### config.mk
export PLATFORM = sky130hd
export DESIGN_NAME = trig_lookup_arbiter
export DESIGN_NICKNAME = d
export VERILOG_FILES = /design/src/rtl/trig_lookup_arbiter.sv
export SDC_FILE = /design/constraint.sdc
export NUM_CORES = 1
export LEC_CHECK = 0
export CAP_MARGIN = 20
export CORE_ASPECT_RATIO = 0.8
export CORE_UTILIZATION = 25
export DETAILED_ROUTE_END_ITERATION = 12
export GPL_TIMING_DRIVEN = 0
export SLEW_MARGIN = 20
export SYNTH_ARGS = -nofsm -noshare
export SYNTH_HDL_FRONTEND = slang
export SYNTH_SLANG_ARGS = --single-unit
### constraint.sdc
create_clock -name clk -period 2.05 [get_ports clk]
set_input_delay 0.41 -clock clk [delete_from_list [all_inputs] [get_ports clk]]
set_output_delay 0.41 -clock clk [all_outputs]
set_load 0.05 [all_outputs]
### src/rtl/trig_lookup_arbiter.sv
// Round-robin arbiter sharing one cos/sin ROM pair among NUM_REQ requesters, with tagged responses.
// Optional grant/stall statistics counters are enabled by defining TRIG_ARB_STATS_EN.
module trig_lookup_arbiter #(
    parameter int unsigned NUM_REQ     = 2,
    parameter int unsigned ANGLE_W     = 9,
    parameter int unsigned DATA_W      = 11,
    parameter int unsigned ROM_LATENCY = 2
) (
    input  logic                         clk,
    input  logic                         rst,
    input  logic [NUM_REQ-1:0]           req_valid,
    input  logic [NUM_REQ*ANGLE_W-1:0]   req_angle,
    output logic [NUM_REQ-1:0]           req_ready,
    output logic [ANGLE_W-1:0]           rom_addr,
    input  logic [DATA_W-1:0]            rom_cos,
    input  logic [DATA_W-1:0]            rom_sin,
    output logic [NUM_REQ-1:0]           rsp_valid,
    output logic [DATA_W-1:0]            rsp_cos,
    output logic [DATA_W-1:0]            rsp_sin,
    output logic                         busy
`ifdef TRIG_ARB_STATS_EN
    ,
    output logic [NUM_REQ*16-1:0]        grant_cnt,
    output logic [15:0]                  stall_cnt
`endif
);

    localparam int unsigned PTR_W = (NUM_REQ > 1) ? $clog2(NUM_REQ) : 1;
    localparam int unsigned DEPTH = ROM_LATENCY + 1;
    localparam logic [ANGLE_W-1:0] FULL_TURN = ANGLE_W'(360);

    logic [ANGLE_W-1:0] angle_arr [NUM_REQ];
    logic [PTR_W-1:0]   ptr_q, ptr_d;
    logic [NUM_REQ-1:0] grant_c;
    logic [ANGLE_W-1:0] angle_sel_c;
    logic [PTR_W-1:0]   idx_c;
    logic [ANGLE_W-1:0] rom_addr_q, rom_addr_d;
    logic [NUM_REQ-1:0] tag_q [DEPTH];
    logic [NUM_REQ-1:0] tag_d [DEPTH];
    logic [DATA_W-1:0]  rsp_cos_q, rsp_cos_d;
    logic [DATA_W-1:0]  rsp_sin_q, rsp_sin_d;
    logic               busy_q, busy_d;

    for (genvar g = 0; g < NUM_REQ; g++) begin : g_unpack
        assign angle_arr[g] = req_angle[g*ANGLE_W +: ANGLE_W];
    end

    // Round-robin search starting at the pointer; first valid requester wins.
    always_comb begin
        grant_c     = '0;
        angle_sel_c = '0;
        ptr_d       = ptr_q;
        idx_c       = '0;
        for (int unsigned off = 0; off < NUM_REQ; off++) begin
            idx_c = PTR_W'((32'(ptr_q) + off) % NUM_REQ);
            if ((grant_c == '0) && req_valid[idx_c]) begin
                grant_c[idx_c] = 1'b1;
                angle_sel_c    = angle_arr[idx_c];
                ptr_d          = PTR_W'((32'(idx_c) + 1) % NUM_REQ);
            end
        end
    end

    // Issue path, tag pipeline and response capture.
    always_comb begin
        rom_addr_d = rom_addr_q;
        rsp_cos_d  = rsp_cos_q;
        rsp_sin_d  = rsp_sin_q;
        busy_d     = 1'b0;
        if (grant_c != '0) begin
            rom_addr_d = (angle_sel_c >= FULL_TURN) ? angle_sel_c - FULL_TURN : angle_sel_c;
        end
        tag_d[0] = grant_c;
        for (int unsigned k = 1; k < DEPTH; k++) begin
            tag_d[k] = tag_q[k-1];
        end
        for (int unsigned k = 0; k < DEPTH; k++) begin
            busy_d = busy_d | (|tag_d[k]);
        end
        // ROM data lines up with the stage just before the response output.
        if (|tag_q[DEPTH-2]) begin
            rsp_cos_d = rom_cos;
            rsp_sin_d = rom_sin;
        end
    end

    always_ff @(posedge clk or posedge rst) begin
        if (rst) begin
            ptr_q      <= '0;
            rom_addr_q <= '0;
            rsp_cos_q  <= '0;
            rsp_sin_q  <= '0;
            busy_q     <= 1'b0;
            for (int unsigned k = 0; k < DEPTH; k++) begin
                tag_q[k] <= '0;
            end
        end else begin
            ptr_q      <= ptr_d;
            rom_addr_q <= rom_addr_d;
            rsp_cos_q  <= rsp_cos_d;
            rsp_sin_q  <= rsp_sin_d;
            busy_q     <= busy_d;
            for (int unsigned k = 0; k < DEPTH; k++) begin
                tag_q[k] <= tag_d[k];
            end
        end
    end

    assign req_ready = grant_c;
    assign rom_addr  = rom_addr_q;
    assign rsp_valid = tag_q[DEPTH-1];
    assign rsp_cos   = rsp_cos_q;
    assign rsp_sin   = rsp_sin_q;
    assign busy      = busy_q;

`ifdef TRIG_ARB_STATS_EN
    logic [15:0] grant_cnt_q [NUM_REQ];
    logic [15:0] stall_cnt_q;

    // Saturating counters; a stall is any valid requester left ungranted this cycle.
    always_ff @(posedge clk or posedge rst) begin
        if (rst) begin
            stall_cnt_q <= '0;
            for (int unsigned i = 0; i < NUM_REQ; i++) begin
                grant_cnt_q[i] <= '0;
            end
        end else begin
            if (((req_valid & ~grant_c) != '0) && (stall_cnt_q != 16'hFFFF)) begin
                stall_cnt_q <= stall_cnt_q + 16'd1;
            end
            for (int unsigned i = 0; i < NUM_REQ; i++) begin
                if (grant_c[i] && (grant_cnt_q[i] != 16'hFFFF)) begin
                    grant_cnt_q[i] <= grant_cnt_q[i] + 16'd1;
                end
            end
        end
    end

    for (genvar g = 0; g < NUM_REQ; g++) begin : g_pack_cnt
        assign grant_cnt[g*16 +: 16] = grant_cnt_q[g];
    end
    assign stall_cnt = stall_cnt_q;
`endif

endmodule

; Word-level counts from Yosys, hierarchy flattened
; Index checks and enable logic that the tools add are counted.
[totals]
ff_bits = 39
latch_bits = 0
ram_bits = 0
mem_bits_ro = 0
input_bits = 44
output_inout_bits = 36
n_memories = 0
[op_classes]
addsub = 3
multipliers = 0
div = 0
order_cmp = 7
n_eq_ne = 0
shifts = 0
muxes = 21
bitwise = 5
n_reduce_logical = 9
[ops]
columns = op, n
row1 = $mux W9, 9
row2 = $ge A9 B9 Y1 const B, 1
row3 = $sub A9 B9 Y9 const B, 1
row4 = $mux W1, 8
row5 = $reduce_or A2 Y1, 3
row6 = $ge A2 B2 Y1 const B, 2
row7 = $lt A1 B2 Y1 const B, 2
row8 = $mux W2, 2
row9 = $not A1 Y2, 2
row10 = $reduce_bool A2 Y1, 2
row11 = $logic_and A1 B1 Y1, 3
row12 = $add A1 B1 Y1 const B, 2
row13 = $demux W1 S1, 2
row14 = $ge A1 B1 Y1 const B, 2
row15 = $logic_not A2 Y1, 1
row16 = $or A1 B1 Y1, 2
row17 = $or A2 B2 Y2, 1

; Depth between registers and ports, before layout
[logic_depth]
ltp_word = 11
ltp_mapped = 10
ltp_nobuf = 9

; Least setup slack after synthesis
; Ideal clock, no wire load.
[synth_timing]
path_type = register to register
from = register ptr_q
to = register rom_addr_q[4], in the netlist rom_addr[4]
setup_ps = 92
arrival_time_ps = 1920
t_required_ps = 1958
path_slack_ps = 38
stages_incl_launch_ff = 11
cell_sequence = dfrtp_1 nand2b_1 buf_6 a32o_2 inv_1 ha_1 inv_1 a41oi_2 o21bai_4 a221o_1 o31ai_2
[synth_between]
elab_chain_len = 10
word_cells_on_any_way = 34
cone_classes = add/sub: 2 / order compare: 5 / mux: 19 / bitwise: 3 / reduce/logical: 5
[synth_rtl]
columns = item, line
row1 = from (decl), 33  ; logic [PTR_W-1:0] ptr_q, ptr_d;
row2 = from (signal assigned), 98  ; ptr_q <= ptr_d;
row3 = $lt A1 B2 Y1 (not written as such) or $ge A1 B1 Y1 (tied branches), 57  ; grant_c[idx_c] = 1'b1;
row4 = $logic_and A1 B1 Y1 (not written as such), 57
row5 = $mux W1 (not written as such), 57
row6 = $demux W1 S1, 57
row7 = $mux W2, 56  ; if ((grant_c == '0) && req_valid[idx_c]) begin
row8 = $logic_not A2 Y1, 56
row9 = $logic_and A1 B1 Y1, 56
row10 = $mux W9, 56
row11 = $sub A9 B9 Y9 or $ge A9 B9 Y1 (tied branches), 71  ; rom_addr_d = (angle_sel_c >= FULL_TURN) ? angle_sel_c - FULL_TURN : angle_sel_c;
row12 = $mux W9, 71
row13 = to (signal assigned), 99  ; rom_addr_q <= rom_addr_d;
row14 = to (decl), 37  ; logic [ANGLE_W-1:0] rom_addr_q, rom_addr_d;
; Several ways; a longest one is shown, not always the timed one. The select of a mux whose other input is x is not followed.
; A chain may end at the register's enable or synchronous reset.

; Final worst setup path
; Ends and elaborated chain as after synthesis.

==> flow_metrics.env <==
export IMPL_final_routed_drc_violation_total=0
export IMPL_numnets_final=269
export IMPL_gp_congestion=0.704
export IMPL_reg2reg_depth=8
export IMPL_antenna_found_initial=0
export IMPL_die_area_um2=7300
export IMPL_worst_ep_arrival_time_ps=2160
export IMPL_synth_top_cells_by_area="dfrtp_1, mux2_2, buf_6"
export IMPL_endpoint_kind="flip-flop"
export IMPL_worst_case_register_to_register_setup_slack_ps=100
export IMPL_ctsRootBufferMaster="clkbuf_8"
export IMPL_first_iter_violations=17
export IMPL_vdd_ir_drop_worst_mv=0.263
export IMPL_seq_area_frac_synth=0.561
export IMPL_yosys_warnings=0
export IMPL_route_antenna_remaining_nets=0
export IMPL_synth_seq_cells=39
export IMPL_finalHoldViolCount=0
export IMPL_synth_edff_count=0
export IMPL_post_drt_via_cell_ratio=4.44
export IMPL_grt_setup_unrepaired="no"
export IMPL_power_density_cell_area_nw_per_um2=838
export IMPL_p_leak_nw=1.17
export IMPL_synth_net_count=176
export IMPL_timing_slew_headroom=0.617
export IMPL_floorplan_die_width_um=95.3
export IMPL_final_core_util=0.434
export IMPL_drv_cap=0
export IMPL_cts_hold_repair_buffers=0
export IMPL_worst_slew_pin_transition_ps=574
export IMPL_crit_path_max_incr_delay_ps=420
export IMPL_synth_cell_types=37
export IMPL_initial_core_utilization=0.266
export IMPL_final_period_minus_worst_setup_slack_ps=1950
export IMPL_syn_area_per_cell_um2=13.3
export IMPL_setup_viol=0
export IMPL_routed_via_count=1373
export IMPL_worstSetupPathType="flip-flop to flip-flop"
export IMPL_grt_max_degree=27
export IMPL_grt_first_pass_wirelength_um=6770
export IMPL_synthFlopType="dfrtp_1"
export IMPL_synth_largest_area_cell="dfrtp_1"
export IMPL_fp_row_count=26
export IMPL_die_height_um=76.6
export IMPL_cts_htree_levels=2
export IMPL_crit_reg2reg_launch="ptr_q"
export IMPL_fp_coreArea_um2=6540
export IMPL_tritoncts_num_sinks=39
export IMPL_fmax_mhz=512
export IMPL_wl_um=4150
export IMPL_clk_pin_slew_worst_paths_ps=80
export IMPL_crit_slowest_cell="dfrtp_1"
export IMPL_n_antenna_cell=0
export IMPL_final_fill_count=645
export IMPL_crit_path_cell_trace="nand2b_4, a32oi_4, ha_4, inv_2, a41oi_4, o21bai_4, a221o_1, o31ai_2"
export IMPL_timing_hold_ws_ps=371
export IMPL_async_flop_share=1.00
export IMPL_grt_pass1_vias=1383
export IMPL_placement_io_buffers=79
export IMPL_design_portCount=80
export IMPL_worstHoldPathCells=0
export IMPL_hold_path_class="flip-flop to flip-flop"
export IMPL_critical_path_reg2reg_endpoint="rom_addr[4]"
export IMPL_tritoncts="done"
export IMPL_min_delay_worst_endpoint="tag_d[1]"
export IMPL_global_route_overflow_total=0
export IMPL_area_delta_synth_final_pct=63.0
export IMPL_drive_above_1_share=0.307
export IMPL_final_min_period_over_clock_period=0.953
export IMPL_firstDrtPassIters=4
export IMPL_grt_util_all_layers=0.120
export IMPL_hold_start="tag_d[3]"
export IMPL_most_frequent_cells_in_the_layout="clkdlybuf4s50_1, dfrtp_1, mux2_2"
export IMPL_slew_viol_final=0
export IMPL_clk_latency_ps=290
export IMPL_cts_max_path_buffers=2
export IMPL_timing_clock_skew_ps=4.65
export IMPL_netlist_area_leader_share=0.561
export IMPL_syn_cell_area_um2=1740
export IMPL_outcome="completed"
export IMPL_critical_path_maximum_fanout=8
export IMPL_hpwl_um=3060
export IMPL_layout_commonest_cell="clkdlybuf4s50_1"
export IMPL_post_drt_wl_per_cell_um=13.4
export IMPL_crit_required_ps=2260
export IMPL_crit_path_start_kind="flip-flop"
export IMPL_synthesis_instances=131
export IMPL_cts_inserted_buffers=5
-- registers in the layout, indices dropped and copies added (netlist names) --
name       flops
tag_d          4
rsp_valid      2
busy           1
rsp_sin       11
rsp_cos       11
rom_addr       9
ptr_q          1
-- metal layers --
layer / GRT usage / wire [um] / vias to the layer above
met2: 0.178 / 1770 / 57
met5: 0 / 0 / -
met1: 0.163 / 1960 / 651
met3: 0.0429 / 360 / 7
met4: 0.0364 / 55 / 0
li1: - / - / 658
-- area by class of cell --
type / count / area (um^2) / area share
multi-input cells: 79 / 741 / 0.261
plain buffers: 7 / 56.3 / 0.0199
flip-flops and latches: 39 / 976 / 0.344
repair buffers: 87 / 850 / 0.300
well taps: 84 / 105 / 0.0371
clock inverters: 3 / 20.0 / 0.00706
clock buffers: 5 / 68.8 / 0.0243
inverters: 5 / 18.8 / 0.00662
-- stage by stage --
stage | total power [mW] | instances | TNS [ps] | worst slack [ps] | instance area, um^2
6_report | 2.37 | 309 | 0 | 97.1 | 2840
5_1_grt | 2.50 | 309 | 0 | 4.17 | 2840
4_1_cts | 2.40 | 305 | 0 | 19.0 | 2800
3_5_place_dp | 1.84 | 295 | -4740 | -694 | 2660
3_3_place_gp | 1.83 | 294 | -10760 | -686 | 2640
2_1_floorplan | 1.50 | 131 | 0 | 38.4 | 1740
-- power breakdown --
group,internal (mW),leakage [nW],switching [mW],total [mW]
Clock,0.237,0.0402,0.284,0.520
Sequential,0.868,0.461,0.0482,0.916
Combinational,0.389,0.666,0.549,0.938
-- cell families after synthesis --
logic type / Yosys count / synth area share
muxes: 25 / 0.160
and+or+nand+nor: 25 / 0.0705
buffers and inverters: 13 / 0.0460
DFF: 39 / 0.561
AOI/OAI and AO/OA: 28 / 0.155
adders and majority gates: 1 / 0.00719
-- critical path: cells and delay by family, from the launching register on --
kind | cells | cell delay [ps]
flip-flops | 1 | 420
AO/OA/AOI/OAI | 5 | 1010
buffers and inverters | 1 | 50
AND/OR/NAND/NOR | 1 | 200
adder cells (fa/ha/maj) | 1 | 190
-- synthesized netlist by cell type (2+ instances only) --
cell type	instances
a21oi_1	6
a22oi_1	2
a32o_1	3
a32oi_2	2
buf_4	2
buf_6	3
clkbuf_1	2
dfrtp_1	39
inv_1	4
mux2_2	23
mux2i_1	2
nand2_1	7
nand2b_1	2
nand3_1	2
nor2_1	6
o21ai_0	3
or2_2	3
-- how the worst max path moves through the flow --
stage	startpoint	endpoint	depth (start not counted)
finish	ptr_q	rom_addr[4]	8
global route	ptr_q	rom_addr[4]	9
CTS	req_valid[1]	rom_addr[4]	11
detailed placement	req_valid[0]	req_ready[1]	7
global placement	req_valid[0]	req_ready[1]	7
floorplan	ptr_q	rom_addr[4]	10
-- what timing repair did --
item / CTS / global route
endpoints found under the setup margin: 8 / 5
gates resized for setup: 20 / 7
gates cloned: 0 / 0
pin swaps: 5 / 1
buffers inserted: 3 / 4
No activity file was read; power rests on OpenSTA's default activity.
